[config.mk]
export PLATFORM = sky130hd
export DESIGN_NAME = instr_fetch_unit_flat
export DESIGN_NICKNAME = d
export VERILOG_FILES = /design/src/rtl/riscv_pkg.sv /design/src/rtl/instr_fetch_unit_if.sv /design/src/rtl/instr_field_split.sv /design/src/rtl/instr_fetch_unit.sv /design/src/flat_wrapper.sv
export SDC_FILE = /design/constraint.sdc
export NUM_CORES = 1
export LEC_CHECK = 0
export BUFFER_PORTS_ARGS = -buffer_cell sky130_fd_sc_hd__buf_4
export CORE_MARGIN = 3
export CORE_UTILIZATION = 35
export CTS_CLUSTER_DIAMETER = 40
export DETAILED_ROUTE_END_ITERATION = 8
export GPL_TIMING_DRIVEN = 0
export HOLD_SLACK_MARGIN = 0.02
export PLACE_DENSITY = 0.69
export SLEW_MARGIN = 20
export SYNTH_ARGS = -nofsm -noshare
export SYNTH_HDL_FRONTEND = slang
export SYNTH_HIERARCHICAL = 1
export SYNTH_SLANG_ARGS = --single-unit
[constraint.sdc]
create_clock -name clk -period 1.8 [get_ports clk]
set_input_delay 0 -clock clk [delete_from_list [all_inputs] [get_ports clk]]
set_output_delay 0 -clock clk [all_outputs]
set_load 0.05 [all_outputs]
[src/rtl/riscv_pkg.sv]
// Shared RISC-V fetch/decode constants: opcode[6:1] codes, reset NOP word and
// the fetch FSM state encoding.
package riscv_pkg;

  localparam int unsigned XLEN = 32;

  localparam logic [31:0] NOP_INSTR = 32'h0000_0013;

  // Opcodes are carried without the always-1 bit 0 of the RV32 encoding.
  localparam logic [5:0] OP_R      = 6'b011001;
  localparam logic [5:0] OP_I      = 6'b001001;
  localparam logic [5:0] OP_LOAD   = 6'b000001;
  localparam logic [5:0] OP_STORE  = 6'b010001;
  localparam logic [5:0] OP_BRANCH = 6'b110001;
  localparam logic [5:0] OP_LUI    = 6'b011011;
  localparam logic [5:0] OP_JAL    = 6'b110111;

  typedef enum logic [1:0] {
    IDLE  = 2'd0,
    FETCH = 2'd1,
    ISSUE = 2'd2
  } fetch_state_t;

endpackage

[src/rtl/instr_fetch_unit_if.sv]
// Instruction-memory request/response port: fetch unit is master, memory is slave.
interface instr_fetch_unit_if #(
  parameter int unsigned XLEN = 32
);
  logic            req;
  logic [XLEN-1:0] addr;
  logic [31:0]     rdata;
  logic            valid;

  modport master (output req, output addr, input rdata, input valid);
  modport slave  (input req, input addr, output rdata, output valid);
endinterface

[src/rtl/instr_field_split.sv]
// Pure combinational slicer from a 32-bit instruction word to the decode fields.
module instr_field_split (
  input  logic [31:0] instr,
  output logic [5:0]  opcode,
  output logic        funct7,
  output logic [2:0]  funct3,
  output logic [4:0]  rd,
  output logic [4:0]  rs1,
  output logic [4:0]  rs2
);

  assign opcode = instr[6:1];
  assign funct7 = instr[30];
  assign funct3 = instr[14:12];
  assign rd     = instr[11:7];
  assign rs1    = instr[19:15];
  assign rs2    = instr[24:20];

  // Bits not consumed by the control decoder.
  logic unused_bits;
  assign unused_bits = ^{instr[31], instr[29:25], instr[0]};

endmodule

[src/rtl/instr_fetch_unit.sv]
// Fetch stage: owns the PC, fetches one word per instruction and holds it until ex_done.
// Minimum two cycles per instruction (FETCH with zero-wait memory, ISSUE with ex_done).
module instr_fetch_unit
  import riscv_pkg::*;
#(
  parameter int unsigned      XLEN     = 32,
  parameter logic [XLEN-1:0]  RESET_PC = '0
) (
  input  logic                clk,
  input  logic                rst,
  instr_fetch_unit_if.master  imem,
  input  logic                ex_done,
  input  logic                PCSel,
  input  logic [XLEN-1:0]     alu_target,
  output logic [31:0]         instr,
  output logic                instr_valid,
  output logic [5:0]          opcode,
  output logic                funct7,
  output logic [2:0]          funct3,
  output logic [4:0]          rd,
  output logic [4:0]          rs1,
  output logic [4:0]          rs2,
  output logic [XLEN-1:0]     pc,
  output logic [XLEN-1:0]     pc_plus4
);

  localparam logic [XLEN-1:0] PC_STEP = XLEN'(4);

  fetch_state_t    state;
  logic [XLEN-1:0] pc_q;
  logic [31:0]     instr_q;
  logic            instr_valid_q;
  logic            imem_req_q;

  always_ff @(posedge clk or posedge rst) begin
    if (rst) begin
      state         <= IDLE;
      pc_q          <= RESET_PC;
      instr_q       <= NOP_INSTR;
      instr_valid_q <= 1'b0;
      imem_req_q    <= 1'b0;
    end else begin
      case (state)
        IDLE: begin
          state      <= FETCH;
          imem_req_q <= 1'b1;
        end
        FETCH: begin
          if (imem.valid) begin
            instr_q       <= imem.rdata;
            instr_valid_q <= 1'b1;
            imem_req_q    <= 1'b0;
            state         <= ISSUE;
          end
        end
        ISSUE: begin
          // PCSel/alu_target only matter on the completing cycle.
          if (ex_done) begin
            instr_valid_q <= 1'b0;
            imem_req_q    <= 1'b1;
            state         <= FETCH;
            pc_q          <= PCSel ? {alu_target[XLEN-1:2], 2'b00} : pc_q + PC_STEP;
          end
        end
        default: begin
          state         <= IDLE;
          instr_valid_q <= 1'b0;
          imem_req_q    <= 1'b0;
        end
      endcase
    end
  end

  assign imem.req    = imem_req_q;
  assign imem.addr   = pc_q;
  assign instr       = instr_q;
  assign instr_valid = instr_valid_q;
  assign pc          = pc_q;
  assign pc_plus4    = pc_q + PC_STEP;

  logic unused_target_bits;
  assign unused_target_bits = ^alu_target[1:0];

  instr_field_split u_split (
    .instr  (instr_q),
    .opcode (opcode),
    .funct7 (funct7),
    .funct3 (funct3),
    .rd     (rd),
    .rs1    (rs1),
    .rs2    (rs2)
  );

endmodule

[src/flat_wrapper.sv]
// flat-port wrapper written by rule: the top's interface ports become plain ports
module instr_fetch_unit_flat import riscv_pkg::*;
#(
  parameter int unsigned      XLEN     = 32,
  parameter logic [XLEN-1:0]  RESET_PC = '0
)
  (clk, rst, ex_done, PCSel, alu_target, instr, instr_valid, opcode, funct7, funct3, rd, rs1, rs2, pc, pc_plus4, imem_req, imem_addr, imem_rdata, imem_valid);
  instr_fetch_unit_if #(.XLEN(XLEN)) imem_i ();
  input  logic clk;
  input  logic rst;
  input  logic ex_done;
  input  logic PCSel;
  input  logic [XLEN-1:0] alu_target;
  output logic [31:0] instr;
  output logic instr_valid;
  output logic [5:0] opcode;
  output logic funct7;
  output logic [2:0] funct3;
  output logic [4:0] rd;
  output logic [4:0] rs1;
  output logic [4:0] rs2;
  output logic [XLEN-1:0] pc;
  output logic [XLEN-1:0] pc_plus4;
  output wire logic [$bits(imem_i.req)-1:0] imem_req;
  output wire logic [$bits(imem_i.addr)-1:0] imem_addr;
  input wire logic [$bits(imem_i.rdata)-1:0] imem_rdata;
  input wire logic [$bits(imem_i.valid)-1:0] imem_valid;
  assign imem_req = imem_i.req;
  assign imem_addr = imem_i.addr;
  assign imem_i.rdata = imem_rdata;
  assign imem_i.valid = imem_valid;
  instr_fetch_unit #(.XLEN(XLEN), .RESET_PC(RESET_PC)) u_core (.clk(clk), .rst(rst), .imem(imem_i), .ex_done(ex_done), .PCSel(PCSel), .alu_target(alu_target), .instr(instr), .instr_valid(instr_valid), .opcode(opcode), .funct7(funct7), .funct3(funct3), .rd(rd), .rs1(rs1), .rs2(rs2), .pc(pc), .pc_plus4(pc_plus4));
endmodule
# After elaboration in Yosys (flattened, before gate mapping)
# Index checks and enable logic that the tools add are counted.
[totals]
regBits = 68
in_bits = 69
out_inout_bits = 155
word_cells = 26
[op_classes]
n_addsub = 1
eq_ne = 4
n_mux = 10
bitwise_logic = 1
n_reduce_logical = 5
[ops]
columns = ["op", "n"]
rows = [
  ["adder 32 x 3 -> 32 bit, second input constant", 1],
  ["two-way mux 32 bit", 1],
  ["one-hot mux 1 bit (3 select lines)", 2],
  ["one-hot mux 2 bit (3 select lines)", 1],
  ["AND reduction 2 bit", 3],
  ["two-way mux 1 bit", 4],
  ["two-way mux 2 bit", 2],
  ["inequality test 2 bit, second input constant", 2],
  ["AND reduction 3 bit", 1],
  ["== test 2 x 1 -> 1 bit, second input constant", 1],
  ["== test 2 bit, second input constant", 1],
  ["logical NOT 2 bit", 1],
  ["inverter 1 bit", 1],
]

# Logic depth before layout (Yosys ltp)
# Gate-level depths: netlist of run 1.
[logic_depth]
word_depth = 3
ltp_mapped = 6
mapped_depth_nobuf = 5

# By module
# The synthesis of run 1 kept the hierarchy.
[by_module_without_submodules]
columns = ["module", "instances", "cells_each", "area_per_inst_um2", "seq_area_each_um2"]
rows = [
  ["instr_fetch_unit", 1, 423, 4067.7, 1630.3],
  ["instr_field_split", 1, 25, 187.7, 0.0],
]

# Worst setup path after synthesis of run 1
# OpenSTA, ideal clock, no wires.
[synth_timing]
kind = "reg2out"
start = "reg u_core.pc_q[2] (netlist: u_core/imem.addr[2])"
end = "out pc_plus4[28]"
t_arrival_ns = 2.673
t_required_ns = 1.800
slack_ns = -0.873
path_stages_with_launch = 7
path_buffers = 1
cell_sequence = "dfrtp_1 > ha_1 > nand4_2 > nor2_2 > buf_4 > nand3_1 > xnor2_1"
[synth_between]
elab_chain_cells = 1
[synth_rtl]
columns = ["item", "line", "source"]
rows = [
  ["start, declared", "instr_fetch_unit.sv:30", "logic [XLEN-1:0] pc_q;"],
  ["start signal, assigned", "instr_fetch_unit.sv:62", "pc_q <= PCSel ? {alu_target[XLEN-1:2], 2'b00} : pc_q + PC_STEP;"],
  ["adder 32 x 3 -> 32 bit", "instr_fetch_unit.sv:79", "assign pc_plus4 = pc_q + PC_STEP;"],
  ["end, declared", "flat_wrapper.sv:23", "output logic [XLEN-1:0] pc_plus4;"],
]
# No other way between the ends.

# Final worst setup path of run 1
[layout_timing]
start = "reg u_core.pc_q[23] (netlist: u_core/imem.addr[23])"
end = "out pc_plus4[27]"
# The elaborated chain is that of the path after synthesis.

==> metrics.md, run 1 <==
| Metric | Value |
|---|---|
| EDFF count, synth | `0` |
| IO Count | `224` |
| Number of max-cap violations | `0` |
| Synth cell types | `54` |
| Starting Density | `0.3649` |
| Core box area | `11660 µm²` |
| Status | `complete, but fails checks` |
| Syn avg cell area | `9.499 µm²` |
| Final slew viol count | `0` |
| DRC | `0` |
| Drt pass-1 iters | `5` |
| Hold Vio Cnt, Final | `0` |
| Switching pwr | `9038 µW` |
| R2R Path Start | `u_core/imem.addr[23]$_DFFE_PP0P_` |
| Worst setup margin | `-0.2286 ns` |
| Global route overflow | `0` |
| Worst-path clk slew | `0.06 ns` |
| Yosys warns | `6` |
| CTS sink cnt | `65` |
| Clock Power Share | `0.109` |
| Seq pwr share | `0.172` |
| Worst r2r dst | `u_core/imem.addr[27]$_DFFE_PP0P_` |
| Top FF cell, synth | `dfrtp_1` |
| Synthesized instance count | `448` |
| Die height | `116.3 µm` |
| Initial antenna violation count | `0` |
| Worst endpoint required time | `1.80 ns` |
| Hold path cells | `4` |
| Critical path type | `reg2out` |
| GPL Wtd Cong | `0.8276` |
| Most frequent cells in the layout | `buf_4, dlygate4sd3_1, buf_6, dfrtp_1, mux2_2` |
| Combinational share of power | `0.720` |
| Skew-Pair Late Insertion Delay | `0.34 ns` |
| CTS buffer count | `9` |
| Ratio of cells with drive above 1 in the final layout | `0.6289` |
| Total power | `16760 µW` |
| Post-synthesis async set-or-reset flop share | `1.000` |
| Peak supply drop | `1.169 mV` |
| Crit path max fanout | `8` |
| CP arrival | `2.03 ns` |
| Clk root buf | `clkbuf_16` |
| Ant diodes | `0` |
| Number of DRC markers in iteration 0 | `352` |
| Final Non-Filler Cells | `973` |
| Pleak | `0.004009 µW` |
| Hold Slack | `0.02121 ns` |
| Sw frac | `0.5393` |
| PortBufs | `215` |
| R2R depth | `6` |
| WL final | `18170 µm` |
| Synthesized area | `4255 µm²` |
| CTS tree | `yes` |
| Clock buffer depth | `2` |
| Fillers | `777` |
| Nets | `895` |
| Chip width | `116.3 µm` |
| Hold path endpoint | `u_core/imem.addr[20]$_DFFE_PP0P_` |
| Int Pwr | `7720 µW` |
| Row count | `39` |
| Worst setup EP type | `output pin` |
| R2R setup slack | `-0.09 ns` |
| Power density over cell area | `1932 nW/µm²` |
| Setup WS pre-CTS | `-0.2701 ns` |
| Hold WC Path Type | `in2reg` |
| Global-route usage over all layers | `0.2619` |
| CP startpoint kind | `flop` |
| Failing checks | `setup timing` |
| Hold_sp | `alu_target[20]` |
| Syn-to-layout area delta | `103.8%` |
| Total negative slack | `-2.898 ns` |
| Commonest non-fill, non-tap cell in the layout | `buf_4` |
| Worst relative slew slack | `0.5194` |
| Detail Placement HPWL | `11480 µm` |
| DR vias | `5153` |
| WL/cell | `18.67 µm` |
| Die area | `13520 µm²` |
| Largest net degree at the start of global routing | `40` |
| Post-route ant nets | `0` |
| #FFs+latches synth | `65` |
| Vias per inst | `5.296` |
| Fmax achieved | `0.4929 GHz` |
| Final Setup Violations | `24` |
| Placed cells | `812` |
| Shortest period the worst path allows | `2.029 ns` |
| Sequential area share after synthesis | `0.3831` |
| First-pass GRT wire length | `27520 µm` |
| Clock Skew | `0.008118 ns` |
| Final period util | `1.127` |
| Vias in the first global route | `5246` |
| Worst-Margin Slew | `0.7209 ns` |
| RSZ-0062 raised after global routing | `true` |
| H-tree depth | `3` |
## registers in the layout (all words and copies together), names as in the netlist
| signal | count |
|---|---|
| u_core/instr | 32 |
| u_core/imem.addr | 30 |
| u_core/state | 2 |
| u_core/instr_valid | 1 |
## synth_stat cells, drive strengths merged (4+ instances only)
master	n	area [µm²]
o21ai	14	70.07
nand4	16	133.9
inv	18	67.56
clkbuf	15	57.55
a311o	7	70.07
nand3	25	125.1
nor2	22	85.09
xnor2	22	192.7
o2bb2ai	4	35.03
nand3b	4	30.03
mux2i	7	70.07
and3	9	56.30
mux2	32	360.4
nor4	5	58.80
a21oi	11	55.05
xor2	4	35.03
dfrtp	62	1551
nand2	17	63.81
o211ai	7	52.55
buf	75	533.0
a31oi	10	62.56
nor3	21	115.1
## per-layer routing
layer	routed length, µm	global-route usage
met4	597	0.1137
met2	9556	0.4580
met5	0	0
met3	1298	0.03782
met1	6714	0.3208
## power by group through the flow
stage	Clock [µW]	Sequential [µW]	Combinational [µW]
6_report	1820	2880	12100
5_1_grt	1910	2980	12500
4_1_cts	1840	2860	11700
3_5_place_dp	0	3080	10600
3_3_place_gp	0	3040	10500
2_1_floorplan	0	5080	5630
## area by class of cell
cell class,count,area [µm²],share of cell area
Timing Repair Buffer,364,3127,0.3606
Inverter,18,70.07,0.008080
Clock inverter,7,77.57,0.008945
Clock buffer,9,225.2,0.02597
Buffer,87,658.1,0.07589
Multi-Input combinational cell,280,2673,0.3082
Tap cell,143,178.9,0.02063
Sequential cell,65,1663,0.1917
## repair_timing
item / CTS / global route
pin swaps: 32 / 24
gates cloned: 1 / 0
endpoints found under the hold margin: 85 / 0
buffers inserted: 71 / 18
gates resized for setup: 65 / 39
hold buffers: 60 / 0
endpoints found under the setup margin: 46 / 47
## logic make-up after synthesis
kind of cell	count (synthesis)	share of synthesized area
AOI/OAI and AO/OA	74	0.1220
xor gates and xnor gates	26	0.05351
adders and majority gates	1	0.002940
buffers and inverters	108	0.1547
DFF	65	0.3831
muxes	39	0.1011
other	1	0.0008812
and+or+nand+nor	134	0.1817
## worst max-delay path: stages (launching register included)
cell	delay (ns)
dfrtp_2	0.37
buf_4	0.20
nand3_1	0.19
nor2_1	0.25
nand4_1	0.28
xnor2_4	0.23
buf_8	0.17
## metrics by stage
| stage | area, µm² | util |
|---|---|---|
| after floorplan | 4858 | - |
| after global placement | 6651 | 0.5703 |
| after detailed placement | 6674 | 0.5723 |
| after CTS | 8421 | 0.7220 |
| after global routing | 8672 | 0.7436 |
| final | 8672 | 0.7436 |
## how the worst max path moves through the flow
stage / start / to / slack, ns
after floorplan: u_core/imem.addr[22]$_DFFE_PP0P_ / pc_plus4[29] / -0.30
after global placement: rst / u_core/imem.addr[20]$_DFFE_PP0P_ / -1.01
after detailed placement: u_core/imem.addr[18]$_DFFE_PP0P_ / pc_plus4[29] / -0.27
after CTS: u_core/imem.addr[12]$_DFFE_PP0P_ / pc_plus4[23] / -0.22
after global routing: u_core/imem.addr[3]$_DFFE_PP0P_ / pc_plus4[27] / -0.33
final: u_core/imem.addr[23]$_DFFE_PP0P_ / pc_plus4[27] / -0.23
(Power assumes the default switching activity.)
==> inputs of run 2 (changes only) <==
--- a/config.mk
+++ b/config.mk
@@ -5,14 +5,14 @@
 export SDC_FILE = /design/constraint.sdc
 export NUM_CORES = 1
 export LEC_CHECK = 0
-export BUFFER_PORTS_ARGS = -buffer_cell sky130_fd_sc_hd__buf_4
 export CORE_MARGIN = 3
 export CORE_UTILIZATION = 35
 export CTS_CLUSTER_DIAMETER = 40
 export DETAILED_ROUTE_END_ITERATION = 8
+export DONT_BUFFER_PORTS = 1
 export GPL_TIMING_DRIVEN = 0
 export HOLD_SLACK_MARGIN = 0.02
-export PLACE_DENSITY = 0.69
+export PLACE_DENSITY = 0.53
 export SLEW_MARGIN = 20
 export SYNTH_ARGS = -nofsm -noshare
 export SYNTH_HDL_FRONTEND = slang
==> run 2 against run 1 <==
Combinational power decreased by 42%; the run still ends with setup timing left; cell count is 22% lower; highest routed layer unchanged; wire length decreased by 14%; critical path type unchanged; maximum frequency is 14% lower; sequential share of layout area is 4.3 points higher.
==> metrics.md, run 2 (same netlist as run 1, synthesis figures left out) <==
| Metric | Value |
|---|---|
| Worst-path clk slew | `0.06 ns (about the same)` |
| Fmax achieved | `0.4222 GHz (-14%)` |
| CP startpoint kind | `flop` |
| R2R depth | `11 (+5)` |
| Hold Slack | `0.07210 ns (+0.05089 ns)` |
| CTS tree | `yes` |
| Slowest stage delay, CP | `0.55 ns (+0.18 ns)` |
| Crit path max-delay family | `simple AND/OR/NAND/NOR gates` |
| Global route overflow | `0 (unchanged)` |
| CP arrival | `2.37 ns (+0.34 ns)` |
| Crit path buffers/inverters | `2 (unchanged)` |
| Pleak | `0.003065 µW (-24%)` |
| Final Setup Violations | `47 (+96%)` |
| Vias per inst | `5.476 (+3.4%)` |
| Clk root buf | `clkbuf_16` |
| CTS buffer count | `9 (unchanged)` |
| Switching pwr | `8490 µW (-6.1%)` |
| RSZ-0062 raised after global routing | `true` |
| Core box area | `11660 µm² (unchanged)` |
| Worst setup EP type | `output pin` |
| Sw frac | `0.5949 (+0.05558)` |
| Ratio of cells with drive above 1 in the final layout | `0.5129 (-0.1160)` |
| Initial antenna violation count | `0 (unchanged)` |
| R2R Path Start | `u_core/imem.addr[4]$_DFFE_PP0P_` |
| Seq pwr share | `0.382 (+0.210)` |
| Finished Cell Area | `7268 µm² (-16%)` |
| Starting Density | `0.3649 (unchanged)` |
| H-tree depth | `3 (unchanged)` |
| Syn-to-layout area delta | `70.80%` |
| DR vias | `4178 (-19%)` |
| Clock Skew | `0.009016 ns (+0.0008986 ns)` |
| Chip width | `116.3 µm (unchanged)` |
| Worst relative slew slack | `0.4816 (-0.03781)` |
| Combinational share of power | `0.490 (-0.230)` |
| Hold_sp | `PCSel` |
| R2R setup slack | `-0.36 ns (-0.27 ns)` |
| Final slew viol count | `0 (unchanged)` |
| Hold path endpoint | `u_core/imem.addr[23]$_DFFE_PP0P_` |
| Post-route ant nets | `0 (unchanged)` |
| Final Non-Filler Cells | `763 (-22%)` |
| Row count | `39 (unchanged)` |
| Slowest library cell on the worst path | `dfrtp_2` |
| Clock Power Share | `0.128 (+0.019)` |
| Most frequent cells in the layout | `buf_4, dlygate4sd3_1, buf_6, dfrtp_1, mux2_2` |
| Failing checks | `setup timing` |
| Placed cells | `597 (-26%)` |
| GPL Wtd Cong | `0.8182 (-1.1%)` |
| Vias in the first global route | `4123 (-21%)` |
| First-pass GRT wire length | `22600 µm (-18%)` |
| Die height | `116.3 µm (unchanged)` |
| Cell Area, Placed | `5060 µm² (-24%)` |
| Critical path type | `reg2out` |
| Worst path cell trace | `buf_8 -> nand4_4 -> nor3_4 -> buf_6 -> nand4_1 -> xnor2_4` |
| Worst-Margin Slew | `0.7777 ns (+0.05671 ns)` |
| WL/cell | `20.45 µm (+9.5%)` |
| Number of max-cap violations | `0 (unchanged)` |
| WL final | `15600 µm (-14%)` |
| Global-route usage over all layers | `0.2196 (-0.04228)` |
| Shortest period the worst path allows | `2.369 ns (+0.3400 ns)` |
| Number of DRC markers in iteration 0 | `255 (-28%)` |
| Power density over cell area | `1964 nW/µm² (+1.6%)` |
| Drt pass-1 iters | `5 (unchanged)` |
| Peak supply drop | `0.9540 mV (-18%)` |
| Largest net degree at the start of global routing | `37 (-7.5%)` |
| Hold path cells | `4 (unchanged)` |
| Hold WC Path Type | `in2reg` |
| Setup WS pre-CTS | `-0.5528 ns (-0.2827 ns)` |
| Ant diodes | `0 (unchanged)` |
| Final period util | `1.316 (+0.1889)` |
| Skew-Pair Late Insertion Delay | `0.35 ns (about the same)` |
| Clock buffer depth | `2 (unchanged)` |
| CTS sink cnt | `65 (unchanged)` |
| Die area | `13520 µm² (unchanged)` |
| Commonest non-fill, non-tap cell in the layout | `buf_4` |
| Int Pwr | `5781 µW (-25%)` |
| Status | `complete, but fails checks` |
| Worst setup margin | `-0.5686 ns (-0.3400 ns)` |
| Worst endpoint required time | `1.80 ns (about the same)` |
| Crit path max fanout | `7 (-1)` |
| Max reg flops | `32 (unchanged)` |
| PortBufs | `0 (-100%)` |
| DRC | `0 (unchanged)` |
| Detail Placement HPWL | `9910 µm (-14%)` |
| Worst r2r dst | `u_core/imem.addr[20]$_DFFE_PP0P_` |
| Total negative slack | `-15.24 ns (-12.34 ns)` |
| Nets | `685 (-23%)` |
| Fillers | `910 (+17%)` |
| Hold Vio Cnt, Final | `0 (unchanged)` |
| IO Count | `224 (unchanged)` |
-- run 2: cell types whose count changed in the layout (fill, tap and decap cells not counted), moves of 2 or more --
| cell | change |
|---|---|
| dfrtp_4 | +17 |
| buf_4 | -215 |
| dfrtp_2 | -16 |
| xnor2_1 | -2 |
| o21ai_2 | +4 |
| xnor2_2 | -5 |
| xnor2_4 | +7 |
| nand2_4 | +2 |
| buf_6 | +4 |
| buf_12 | -3 |
| dlygate4sd3_1 | +6 |
| nand2_8 | -2 |
| nor2_1 | -2 |
| o21ai_0 | -3 |
-- run 2: worst reg2reg max path: stages (launching register included) --
cell,delay (ns)
dfrtp_2,0.55
buf_8,0.16
buf_6,0.10
nand4_4,0.14
nor2_4,0.28
buf_6,0.15
buf_6,0.08
buf_6,0.08
buf_6,0.08
buf_6,0.12
a311oi_1,0.09
nand3b_1,0.20
-- run 2: per-stage QoR --
step / power [µW] / util
finish: 14270 / 0.6232
global route: 14840 / 0.6232
CTS: 13980 / 0.5868
detailed placement: 11440 / 0.4339
global placement: 11370 / 0.4319
floorplan: 10700 / -
-- run 2: layout make-up --
| type | count | area [µm²] | area share |
|---|---|---|---|
| sequential | 65 | 1707 | 0.2348 |
| tap | 143 | 178.9 | 0.02462 |
| timing repair buffer | 151 | 1498 | 0.2061 |
| buffer | 90 | 691.9 | 0.09520 |
| multi-input combinational | 280 | 2820 | 0.3880 |
| clock inverter | 7 | 77.57 | 0.01067 |
| inverter | 18 | 70.07 | 0.009640 |
| clock buffer | 9 | 225.2 | 0.03099 |
-- run 2: how the worst max path moves through the flow --
stage | depth (start not counted) | to | start
after floorplan | 5 | pc_plus4[29] | u_core/imem.addr[22]$_DFFE_PP0P_
after global placement | 1 | u_core/imem.addr[22]$_DFFE_PP0P_ | rst
after detailed placement | 5 | pc_plus4[29] | u_core/imem.addr[18]$_DFFE_PP0P_
after CTS | 7 | pc_plus4[29] | u_core/imem.addr[22]$_DFFE_PP0P_
after global routing | 7 | pc_plus4[29] | u_core/imem.addr[22]$_DFFE_PP0P_
final | 6 | pc_plus4[31] | u_core/imem.addr[4]$_DFFE_PP0P_
-- run 2: layer usage --
layer  GRT usage  share of wire
met1      0.2751           0.40
met2      0.3566           0.50
met3     0.05855          0.082
met4     0.09667          0.025
met5           0              0
-- run 2: power groups by stage --
stage	sequential [µW]	clock, µW	combinational [µW]
floorplan	5080	0	5630
global placement	5330	0	6040
detailed placement	5360	0	6080
CTS	5420	1870	6700
global route	5590	1920	7330
finish	5450	1830	6990
-- run 2: what timing repair did --
item                                    CTS  global route
resized for setup                        91            60
hold endpoints to repair                130             0
pin swaps                                42            49
gates cloned                              2             0
buffers inserted                         52            37
endpoints found under the setup margin   87            54
hold buffers                             66             0
==> inputs of run 3 (changes only) <==
--- a/config.mk
+++ b/config.mk
@@ -12,9 +12,10 @@
 export DONT_BUFFER_PORTS = 1
 export GPL_TIMING_DRIVEN = 0
 export HOLD_SLACK_MARGIN = 0.02
-export PLACE_DENSITY = 0.53
+export PLACE_DENSITY = 0.61
 export SLEW_MARGIN = 20
 export SYNTH_ARGS = -nofsm -noshare
 export SYNTH_HDL_FRONTEND = slang
 export SYNTH_HIERARCHICAL = 1
 export SYNTH_SLANG_ARGS = --single-unit
+export TNS_END_PERCENT = 5
==> run 3 against run 2 <==
Setup slack got worse by 0.041 ns; via count fell by 6.9%; the run still ends with setup timing left; first-iteration DRC count rose by 26%; clock-buffer cell count rose by 1.
==> metrics.md, run 3 (same netlist as run 1, synthesis figures left out) <==
| Metric | Value |
|---|---|
| Hold path endpoint | `u_core/imem.addr[23]$_DFFE_PP0P_` |
| Vias per inst | `5.523 (+0.86%)` |
| Pleak | `0.002651 µW (-14%)` |
| Global-route usage over all layers | `0.2092 (-0.01045)` |
| DR vias | `3888 (-6.9%)` |
| Number of DRC markers in iteration 0 | `322 (+26%)` |
| Total negative slack | `-10.71 ns (+4.538 ns)` |
| Worst endpoint required time | `1.80 ns (about the same)` |
| Worst path cell trace | `buf_8 -> nand4_1 -> nor4_4 -> buf_4 -> nand4_1 -> buf_6 -> xnor2_4` |
| PortBufs | `0 (unchanged)` |
| Nets | `626 (-8.6%)` |
| Final period util | `1.339 (+0.02305)` |
| Hold_sp | `PCSel` |
| Row count | `39 (unchanged)` |
| Skew-Pair Late Insertion Delay | `0.33 ns (-0.02 ns)` |
| Worst-path clk slew | `0.06 ns (about the same)` |
| Commonest non-fill, non-tap cell in the layout | `buf_4` |
| Die height | `116.3 µm (unchanged)` |
| Util after Layout | `0.5494 (-0.07381)` |
| CP most frequent cell | `nand4_1` |
| Status | `complete, but fails checks` |
| WL/cell | `20.64 µm (+0.96%)` |
| CTS sink cnt | `65 (unchanged)` |
| Number of max-cap violations | `0 (unchanged)` |
| Slowest stage delay, CP | `0.54 ns (about the same)` |
| CTS tree | `yes` |
| Hold path cells | `4 (unchanged)` |
| Hold Vio Cnt, Final | `0 (unchanged)` |
| Clock Skew | `0.006915 ns (-0.002101 ns)` |
| Fillers | `985 (+8.2%)` |
| Final Setup Violations | `41 (-13%)` |
| Worst relative slew slack | `0.3309 (-0.1507)` |
| Hold WC Path Type | `in2reg` |
| Detail Placement HPWL | `9797 µm (-1.1%)` |
| Final slew viol count | `0 (unchanged)` |
| First-pass GRT wire length | `21960 µm (-2.8%)` |
| Drt pass-1 iters | `5 (unchanged)` |
| Global route overflow | `0 (unchanged)` |
| CP startpoint kind | `flop` |
| Slowest library cell on the worst path | `dfrtp_2` |
| Vias in the first global route | `3928 (-4.7%)` |
| Ant diodes | `0 (unchanged)` |
| Worst r2r dst | `u_core/imem.addr[27]$_DFFE_PP0P_` |
| Failing checks | `setup timing` |
| Initial antenna violation count | `0 (unchanged)` |
| Worst-Margin Slew | `1.000 ns (+0.2226 ns)` |
| R2R depth | `7 (-4)` |
| Hold Slack | `0.1009 ns (+0.02881 ns)` |
| Peak supply drop | `0.8805 mV (-7.7%)` |
| RSZ-0062 raised after global routing | `true` |
| WL final | `14530 µm (-6.8%)` |
| CTS buffer count | `9 (unchanged)` |
| Starting Density | `0.3649 (unchanged)` |
| Clock buffer depth | `2 (unchanged)` |
| Post-route ant nets | `0 (unchanged)` |
| R2R Path Start | `u_core/imem.addr[4]$_DFFE_PP0P_` |
| Worst setup EP type | `output pin` |
| H-tree depth | `3 (unchanged)` |
| Crit path max fanout | `6 (-1)` |
| Ratio of cells with drive above 1 in the final layout | `0.4332 (-0.07975)` |
| Core box area | `11660 µm² (unchanged)` |
| Setup WS pre-CTS | `-0.6515 ns (-0.09867 ns)` |
| Most frequent cells in the layout | `buf_4, dlygate4sd3_1, dfrtp_1, mux2_2, nor2_1` |
| Fmax achieved | `0.4149 GHz (-1.7%)` |
| Critical path type | `reg2out` |
| Power density over cell area | `2119 nW/µm² (+7.9%)` |
| Syn-to-layout area delta | `50.57%` |
| DRC | `0 (unchanged)` |
| Largest net degree at the start of global routing | `42 (+14%)` |
| R2R setup slack | `-0.17 ns (+0.19 ns)` |
| Clk root buf | `clkbuf_16` |
| Chip width | `116.3 µm (unchanged)` |
| Max reg flops | `32 (unchanged)` |
| IO Count | `224 (unchanged)` |
| Worst setup margin | `-0.6101 ns (-0.04149 ns)` |
| Shortest period the worst path allows | `2.410 ns (+0.04149 ns)` |
| Die area | `13520 µm² (unchanged)` |
| GPL Wtd Cong | `0.8203 (+0.26%)` |
| CP arrival | `2.41 ns (+0.04 ns)` |
==> run 3: changes by cell type in the layout (fill, tap and decap cells not counted), sizes merged <==
cell      previous run  this run
clkinvlp             1         2
clkbuf              21        23
clkinv               3         2
buf                163       103
bufinv               1         0
==> run 3: worst max-delay path by stage <==
stage | startpoint | endpoint | slack (ns) | cells past startpoint
after floorplan | u_core/imem.addr[22]$_DFFE_PP0P_ | pc_plus4[29] | -0.30 | 5
after global placement | rst | u_core/imem.addr[19]$_DFFE_PP0P_ | -0.96 | 1
after detailed placement | u_core/imem.addr[15]$_DFFE_PP0P_ | pc_plus4[29] | -0.65 | 4
after CTS | u_core/imem.addr[22]$_DFFE_PP0P_ | pc_plus4[29] | -0.58 | 7
after global routing | u_core/imem.addr[18]$_DFFE_PP0P_ | pc_plus4[29] | -0.72 | 7
final | u_core/imem.addr[18]$_DFFE_PP0P_ | pc_plus4[29] | -0.61 | 7
==> run 3: through the flow <==
step	total power (µW)	area, µm²	std cells
2_1_floorplan	10410	4563	453
3_3_place_gp	11050	4742	596
3_5_place_dp	11140	4772	597
4_1_cts	13410	6241	699
5_1_grt	14110	6407	704
6_report	13570	6407	704
==> run 3: what timing repair did <==
| item | 4_1_cts | 5_1_grt |
|---|---|---|
| hold buffers | 66 | 0 |
| cloned | 0 | 0 |
| endpoints found under the hold margin | 130 | 0 |
| setup endpoints to repair | 67 | 54 |
| pin swaps | 22 | 26 |
| gates resized for setup | 79 | 31 |
| setup buffers | 20 | 5 |
==> run 3: final cells by class <==
class	instances	area (µm²)	share of cell area
multi-input cells	280	2582	0.4030
flip-flops and latches	65	1687	0.2632
repair buffers	92	913.4	0.1426
plain buffers	90	686.9	0.1072
clock buffers	10	239.0	0.03730
well taps	143	178.9	0.02792
inverters	18	70.07	0.01094
clock inverters	6	50.05	0.007811
==> run 3: layer usage <==
| layer | wire, µm | vias up | global-route usage |
|---|---|---|---|
| met4 | 306 | 0 | 0.08198 |
| met5 | 0 | - | 0 |
| met2 | 7402 | 219 | 0.3555 |
| met3 | 1127 | 28 | 0.03938 |
| met1 | 5695 | 1879 | 0.2628 |
| li1 | - | 1762 | - |
==> run 3: power by group <==
| part | switching (µW) | internal [µW] | total, µW | leakage (µW) |
|---|---|---|---|---|
| registers | 3230 | 2160 | 5380 | 0.000709 |
| logic | 4300 | 2200 | 6500 | 0.00181 |
| clock network | 707 | 984 | 1690 | 0.000136 |
| total | 8230 | 5340 | 13600 | 0.00265 |
==> run 3: critical path: cells and delay by family (launching register included) <==
| kind | cells | cell delay, ns |
|---|---|---|
| XOR/XNOR | 1 | 0.37 |
| AND/OR/NAND/NOR | 3 | 0.63 |
| buffers and inverters | 3 | 0.54 |
| flip-flops | 1 | 0.54 |
